`src/rtl/escalonador_drone.sv`:
```
//==============================================================================
// escalonador_drone: control FSM for the drone simulator datapath.
// Optional feature macro: DRONE_PAUSA_EN (controle=11 freezes the step wait).
// Revision: 1.0 - initial release
//==============================================================================
`default_nettype none

module escalonador_drone #(
  parameter int PERIODO  = 2000,
  parameter int VERT_MAX = 15
) (
  input  logic       clock,
  input  logic       reset,
  input  logic       iniciar,
  input  logic [1:0] controle,
  input  logic [3:0] posicao_vertical,
  input  logic       colisao,
  input  logic       fim_percurso,
  output logic       zera_posicao,
  output logic       carrega_obstaculos,
  output logic       avanca,
  output logic       sobe,
  output logic       desce,
  output logic       venceu,
  output logic       perdeu,
  output logic [3:0] db_estado
);

  localparam int            C_CW       = (PERIODO > 1) ? $clog2(PERIODO) : 1;
  localparam logic [C_CW-1:0] C_ULTIMO = C_CW'(PERIODO - 1);
  localparam logic [3:0]    C_VERT_MAX = 4'(VERT_MAX);

  typedef enum logic [3:0] {
    INICIAL  = 4'b0000,
    PREPARA  = 4'b0001,
    ESPERA   = 4'b0010,
    MOVE     = 4'b0011,
    VERIFICA = 4'b0100,
    VENCEU   = 4'b1010,
    PERDEU   = 4'b1110
  } estado_t;

  estado_t         r_estado;
  estado_t         w_prox;
  logic [C_CW-1:0] r_cont;
  logic            r_prepara;
  logic            r_avanca;
  logic            r_venceu;
  logic            r_perdeu;
  logic            w_pausa;
  logic            w_fim_espera;

`ifdef DRONE_PAUSA_EN
  assign w_pausa = (controle == 2'b11);
`else
  assign w_pausa = 1'b0;
`endif

  assign w_fim_espera = (r_cont == C_ULTIMO);

  always_comb begin
    w_prox = INICIAL;
    case (r_estado)
      INICIAL:  w_prox = iniciar ? PREPARA : INICIAL;
      PREPARA:  w_prox = ESPERA;
      ESPERA:   w_prox = (!w_pausa && w_fim_espera) ? MOVE : ESPERA;
      MOVE:     w_prox = VERIFICA;
      VERIFICA: begin
        if (colisao)           w_prox = PERDEU;
        else if (fim_percurso) w_prox = VENCEU;
        else                   w_prox = ESPERA;
      end
      VENCEU:   w_prox = iniciar ? PREPARA : VENCEU;
      PERDEU:   w_prox = iniciar ? PREPARA : PERDEU;
      default:  w_prox = INICIAL;
    endcase
  end

  // Moore outputs are registered from the next state so they align with it.
  always_ff @(posedge clock or posedge reset) begin
    if (reset) begin
      r_estado  <= INICIAL;
      r_cont    <= '0;
      r_prepara <= 1'b0;
      r_avanca  <= 1'b0;
      r_venceu  <= 1'b0;
      r_perdeu  <= 1'b0;
    end else begin
      r_estado <= w_prox;
      if (r_estado == ESPERA) begin
        if (!w_pausa) r_cont <= w_fim_espera ? '0 : r_cont + C_CW'(1);
      end else begin
        r_cont <= '0;
      end
      r_prepara <= (w_prox == PREPARA);
      r_avanca  <= (w_prox == MOVE);
      r_venceu  <= (w_prox == VENCEU);
      r_perdeu  <= (w_prox == PERDEU);
    end
  end

  // Vertical commands use the live pilot input during MOVE, saturated at the edges.
  assign sobe  = (r_estado == MOVE) && (controle == 2'b01) && (posicao_vertical != C_VERT_MAX);
  assign desce = (r_estado == MOVE) && (controle == 2'b10) && (posicao_vertical != 4'd0);

  assign zera_posicao       = r_prepara;
  assign carrega_obstaculos = r_prepara;
  assign avanca             = r_avanca;
  assign venceu             = r_venceu;
  assign perdeu             = r_perdeu;
  assign db_estado          = r_estado;

endmodule

`default_nettype wire

```
`config.mk`:
```
export PLATFORM = sky130hd
export DESIGN_NAME = escalonador_drone
export DESIGN_NICKNAME = d
export VERILOG_FILES = /design/src/rtl/escalonador_drone.sv
export SDC_FILE = /design/constraint.sdc
export NUM_CORES = 1
export LEC_CHECK = 0
export CAP_MARGIN = 20
export CELL_PAD_IN_SITES_DETAIL_PLACEMENT = 2
export CELL_PAD_IN_SITES_GLOBAL_PLACEMENT = 2
export CORE_MARGIN = 5
export CORE_UTILIZATION = 39
export DETAILED_ROUTE_END_ITERATION = 10
export DONT_BUFFER_PORTS = 1
export GPL_TIMING_DRIVEN = 1
export PLACE_DENSITY = 0.75
export SYNTH_ARGS = -nofsm -noshare
export SYNTH_HDL_FRONTEND = slang
export SYNTH_SLANG_ARGS = --single-unit
```
`constraint.sdc`:
```
create_clock -name clock -period 4.6 [get_ports clock]
set_clock_uncertainty 0.1 [all_clocks]
set_input_delay 0.46 -clock clock [delete_from_list [all_inputs] [get_ports clock]]
set_output_delay 0.46 -clock clock [all_outputs]
set_load 0.02 [all_outputs]
```
### Yosys cells after proc, flatten, opt, wreduce, memory -nomap -nowiden

Cells that the tools add are included.
Widths: inputs -> output; s select.

| word-level totals | value |
|---|---|
| flip-flop bits (word level) | 19 |
| input port bits | 11 |
| output and inout bits | 11 |
| word-level logic and storage cells | 36 |

| cells by class | value |
|---|---|
| $add $sub $neg | 1 |
| equal/unequal tests | 14 |
| mux-type cells | 9 |
| reduce and logical (&&, ||, !) cells | 6 |

Operator list:

| kind | number |
|---|---|
| $pmux 4 s7 | 1 |
| $mux 11 | 2 |
| $eq 4x4->1 const B | 4 |
| $mux 4 | 4 |
| $eq 4x2->1 const B | 3 |
| $add 11x1->11 const B | 1 |
| $eq 11x11->1 const B | 1 |
| $eq 4x1->1 const B | 2 |
| $eq 4x3->1 const B | 1 |
| $logic_and 1x1->1 | 4 |
| $logic_not 4->1 | 1 |
| $ne 4x4->1 const B | 1 |
| $reduce_bool 4->1 | 1 |
| $eq 2x1->1 const B | 1 |
| $eq 2x2->1 const B | 1 |
| $mux 1 | 2 |

### Longest topological paths before layout

| logic depth | value |
|---|---|
| depth after elaboration | 4 |
| gate-level depth with buffers | 6 |
| gate-level depth less buffers | 5 |

### Least setup slack after synthesis

Ideal clock, no wire load.

| timing path | value |
|---|---|
| kind | register -> output |
| from | register r_estado[1] (netlist: db_estado[1]) |
| to | output desce |
| arrival | 1.528 ns |
| required time | 4.040 ns |
| setup slack | 2.512 ns |
| cell stages (with the launch flop) | 4 |
| path buffers | 1 |
| cells stage by stage | dfrtp_1 buf_2 nand3_1 nor4b_1 |

| between the ends | value |
|---|---|
| word-level cells in the longest chain between the ends | 3 |

Ends and longest elaborated chain:

| what | line | RTL |
|---|---|---|
| start: declaration | 43 | `estado_t r_estado;` |
| start signal: assignment | 89 | `r_estado <= w_prox;` |
| $eq 4x2->1 | 104 | `assign desce = (r_estado == MOVE) && (controle == 2'b10) && (posicao_vertical != 4'd0);` |
| $logic_and 1x1->1 (2 in series) | 104 |  |
| end: declaration | 23 | `output logic desce,` |

Every way passes these cells.

### Worst setup path after layout

| timing path | value |
|---|---|
| from | register r_estado[2] (netlist: db_estado[2]) |
| to | output desce |

The elaborated chain is that of the path after synthesis.

==> results.cfg <==
[outcome]
outcome = complete, no violations

[power_and_ir_drop]
internal_power_w = 0.000288
combPwrFrac = 0.275
switching_power_w = 0.000223
p_sw_frac = 0.437
p_total_w = 0.000511
power_density_mw_per_mm2 = 510
leakagePower_nw = 0.406
ir_drop_mv = 0.301
clkPwrFrac = 0.182
p_seq_frac = 0.543

[die]
initial_utilization = 0.397
ioPinCount = 22
row_count = 18
die_x_um = 59.5
fp.dieH_um = 59.5
core_mm2 = 0.00241
dieArea_mm2 = 0.00355

[setup_path]
worstSetupStartpointType = flop
path_max_fanout = 10
crit_type = flop to output pin
critPathArrivalTime_ps = 2040
path_cells = nor2_1 -> nand3_1 -> nor4b_1
required_ps = 4040
endpoint_kind = output pin
slowest_stage = nor4b_1
max_stage_delay_ps = 870

[place]
dpl_cell_area_um2 = 972
pre_cts_slack_ps = 2290
io_buffers = 0
routabilityCongestion = 0.685
dp_hpwl_um = 1600

[synth]
synth-simple-area-share = 0.290
synth_top_family_by_area = simple AND/OR/NAND/NOR gates
yosys_warnings = 0
syn-num-nets = 108
synth_compound_area_frac = 0.101
synthAdderAreaFrac = 0.0131
synth_top_area_share = 0.497
synth_top_area_cell = dfrtp_1
synth.top_cells.by_count = dfrtp_1 (19), nor2_1 (12), nand2_1 (6), nand3_1 (6), xor2_1 (6)
muxShareOfSynthArea = 0
synthTopCellsByArea = dfrtp_1 (50%), xor2_1 (5.5%), nor2_1 (4.7%), nand3_1 (3.1%), or3_1 (2.6%)
yosysSeqAreaShare = 0.497
synthArstFlopShare = 1.00
ys_types = 33
synth_xor_area_frac = 0.0641
synthFlopType = dfrtp_1
syn_area_per_cell_um2 = 9.97
synth_cells = 96
synth-edff-count = 0
yosysMostFrequentCell = dfrtp_1
ys_seq_elements = 19
synth_area_um2 = 957

[timing]
max_freq_mhz = 385
rsz0062_at_grt = no
setup_viol = 0
min_period_ps = 2600
setup_slack_ps = 2000
fin_crit_sh = 0.565
setup_tns_ps = 0
relSlewSlack = 0.344
worstMarginPinSlew_ps = 971
finalHoldViolCount = 0
maxSlewViolCount = 0

[clocking]
ctsResizeCount = 0
cts_inserted_buffers = 3
cts_tree = done
clk_path_buf_depth = 2
cts_root_buf = clkbuf_4
cts_setup_buffers = 0
cts_sinks = 19
h-tree-depth = 1
clkLatencyLatePin_ps = 310
clk_pin_slew_ps = 120
holdBufCountCts = 0

[global_routing]
globalRouteTotalUtil = 0.152
grt-ovfl-total = 0
antenna_found_initial = 0
grt_first_pass_wirelength_um = 4050
grt_pass1_vias = 842
grt_start_max_net_pins = 20

[finish]
area_delta_synth_final_pct = 4.71
post-route-util = 0.416
multi_input_area_um2 = 448
antenna_cells = 0
fin_nets = 109
fillers = 261
stdcell_area_mm2 = 0.00100
regArea_um2 = 475
final_layout_size_suffix_gt1_frac = 0.104

[job]
drv_cap = 0

[detailed_routing]
viasPerCell = 5.70
drt_iter0_drc = 8
num_vias = 718
drtPass1Iterations = 3
wire_per_inst_um = 17.7
ant_nets = 0
wirelength_um = 2230
drc = 0

[hold_path]
hp-class = input port to asynchronous set/reset pin
==> logic make-up after synthesis <==
family                   Yosys count
buffers and inverters              7
XOR/XNOR                           7
flip-flops                        19
adder cells (fa/ha/maj)            1
AO/OA/AOI/OAI                     14
AND/OR/NAND/NOR                   48
==> through the flow <==
step | std cells | hold WS [ps]
3_5_place_dp | 122 | 353
5_1_grt | 126 | 110
6_report | 126 | 50.9
4_1_cts | 126 | 81.1
2_1_floorplan | 96 | 311
3_3_place_gp | 122 | 346
==> cells in the final DEF, fill, tap and decap left out, types with 4 or more instances in the layout <==
master,instances
or3_1,4
xor2_1,6
dfrtp_1,19
nand2_1,6
nand3_1,6
nor2_1,12
==> final timing paths <==
check / start / endpoint / slack (ps) / cells after the start
worst max-delay path: db_estado[2]$_DFF_PP0_ / desce / 2000 / 3
worst min-delay path: reset / r_cont[10]$_DFF_PP0_ / 50 / 1
worst max register to register: r_cont[0]$_DFF_PP0_ / r_cont[7]$_DFF_PP0_ / 2750 / 5
worst min register to register: r_cont[0]$_DFF_PP0_ / r_cont[0]$_DFF_PP0_ / 360 / 1
max in group asynchronous: reset / r_cont[5]$_DFF_PP0_ / 3880 / 1
min in group clock: iniciar / carrega_obstaculos$_DFF_PP0_ / 200 / 1
==> layout make-up <==
type	instances	share of cell area
well taps	30	0.0375
clock buffers	3	0.0225
flip-flops and latches	19	0.474
clock inverters	1	0.00749
inverters	3	0.0112
multi-input cells	70	0.447
==> per-layer routing <==
| metal | track usage | share of wire | vias to the layer above |
|---|---|---|---|
| met3 | 0.0719 | 0.068 | 2 |
| met1 | 0.166 | 0.39 | 365 |
| li1 | - | - | 337 |
| met5 | 0 | 0 | - |
| met4 | 0.0190 | 0.0036 | 0 |
| met2 | 0.275 | 0.54 | 14 |
==> power by group through the flow <==
stage / combinational [W] / sequential, W / clock (W)
CTS: 0.000146 / 0.000280 / 0.0000968
detailed placement: 0.000145 / 0.000284 / 0
finish: 0.000140 / 0.000278 / 0.0000931
global route: 0.000164 / 0.000289 / 0.000104
global placement: 0.000140 / 0.000278 / 0
floorplan: 0.000150 / 0.000250 / 0
==> sequential cells by signal (all words and copies together) (netlist names) <==
name                count
perdeu                  1
r_cont                 11
db_estado               4
venceu                  1
carrega_obstaculos      1
avanca                  1
==> critical path, delay by kind of cell, from the launching register on <==
kind,cells,cell delay [ps]
and+or+nand+nor,3,1160
DFF,1,570
Note: power is estimated with default switching activity, not from simulation.
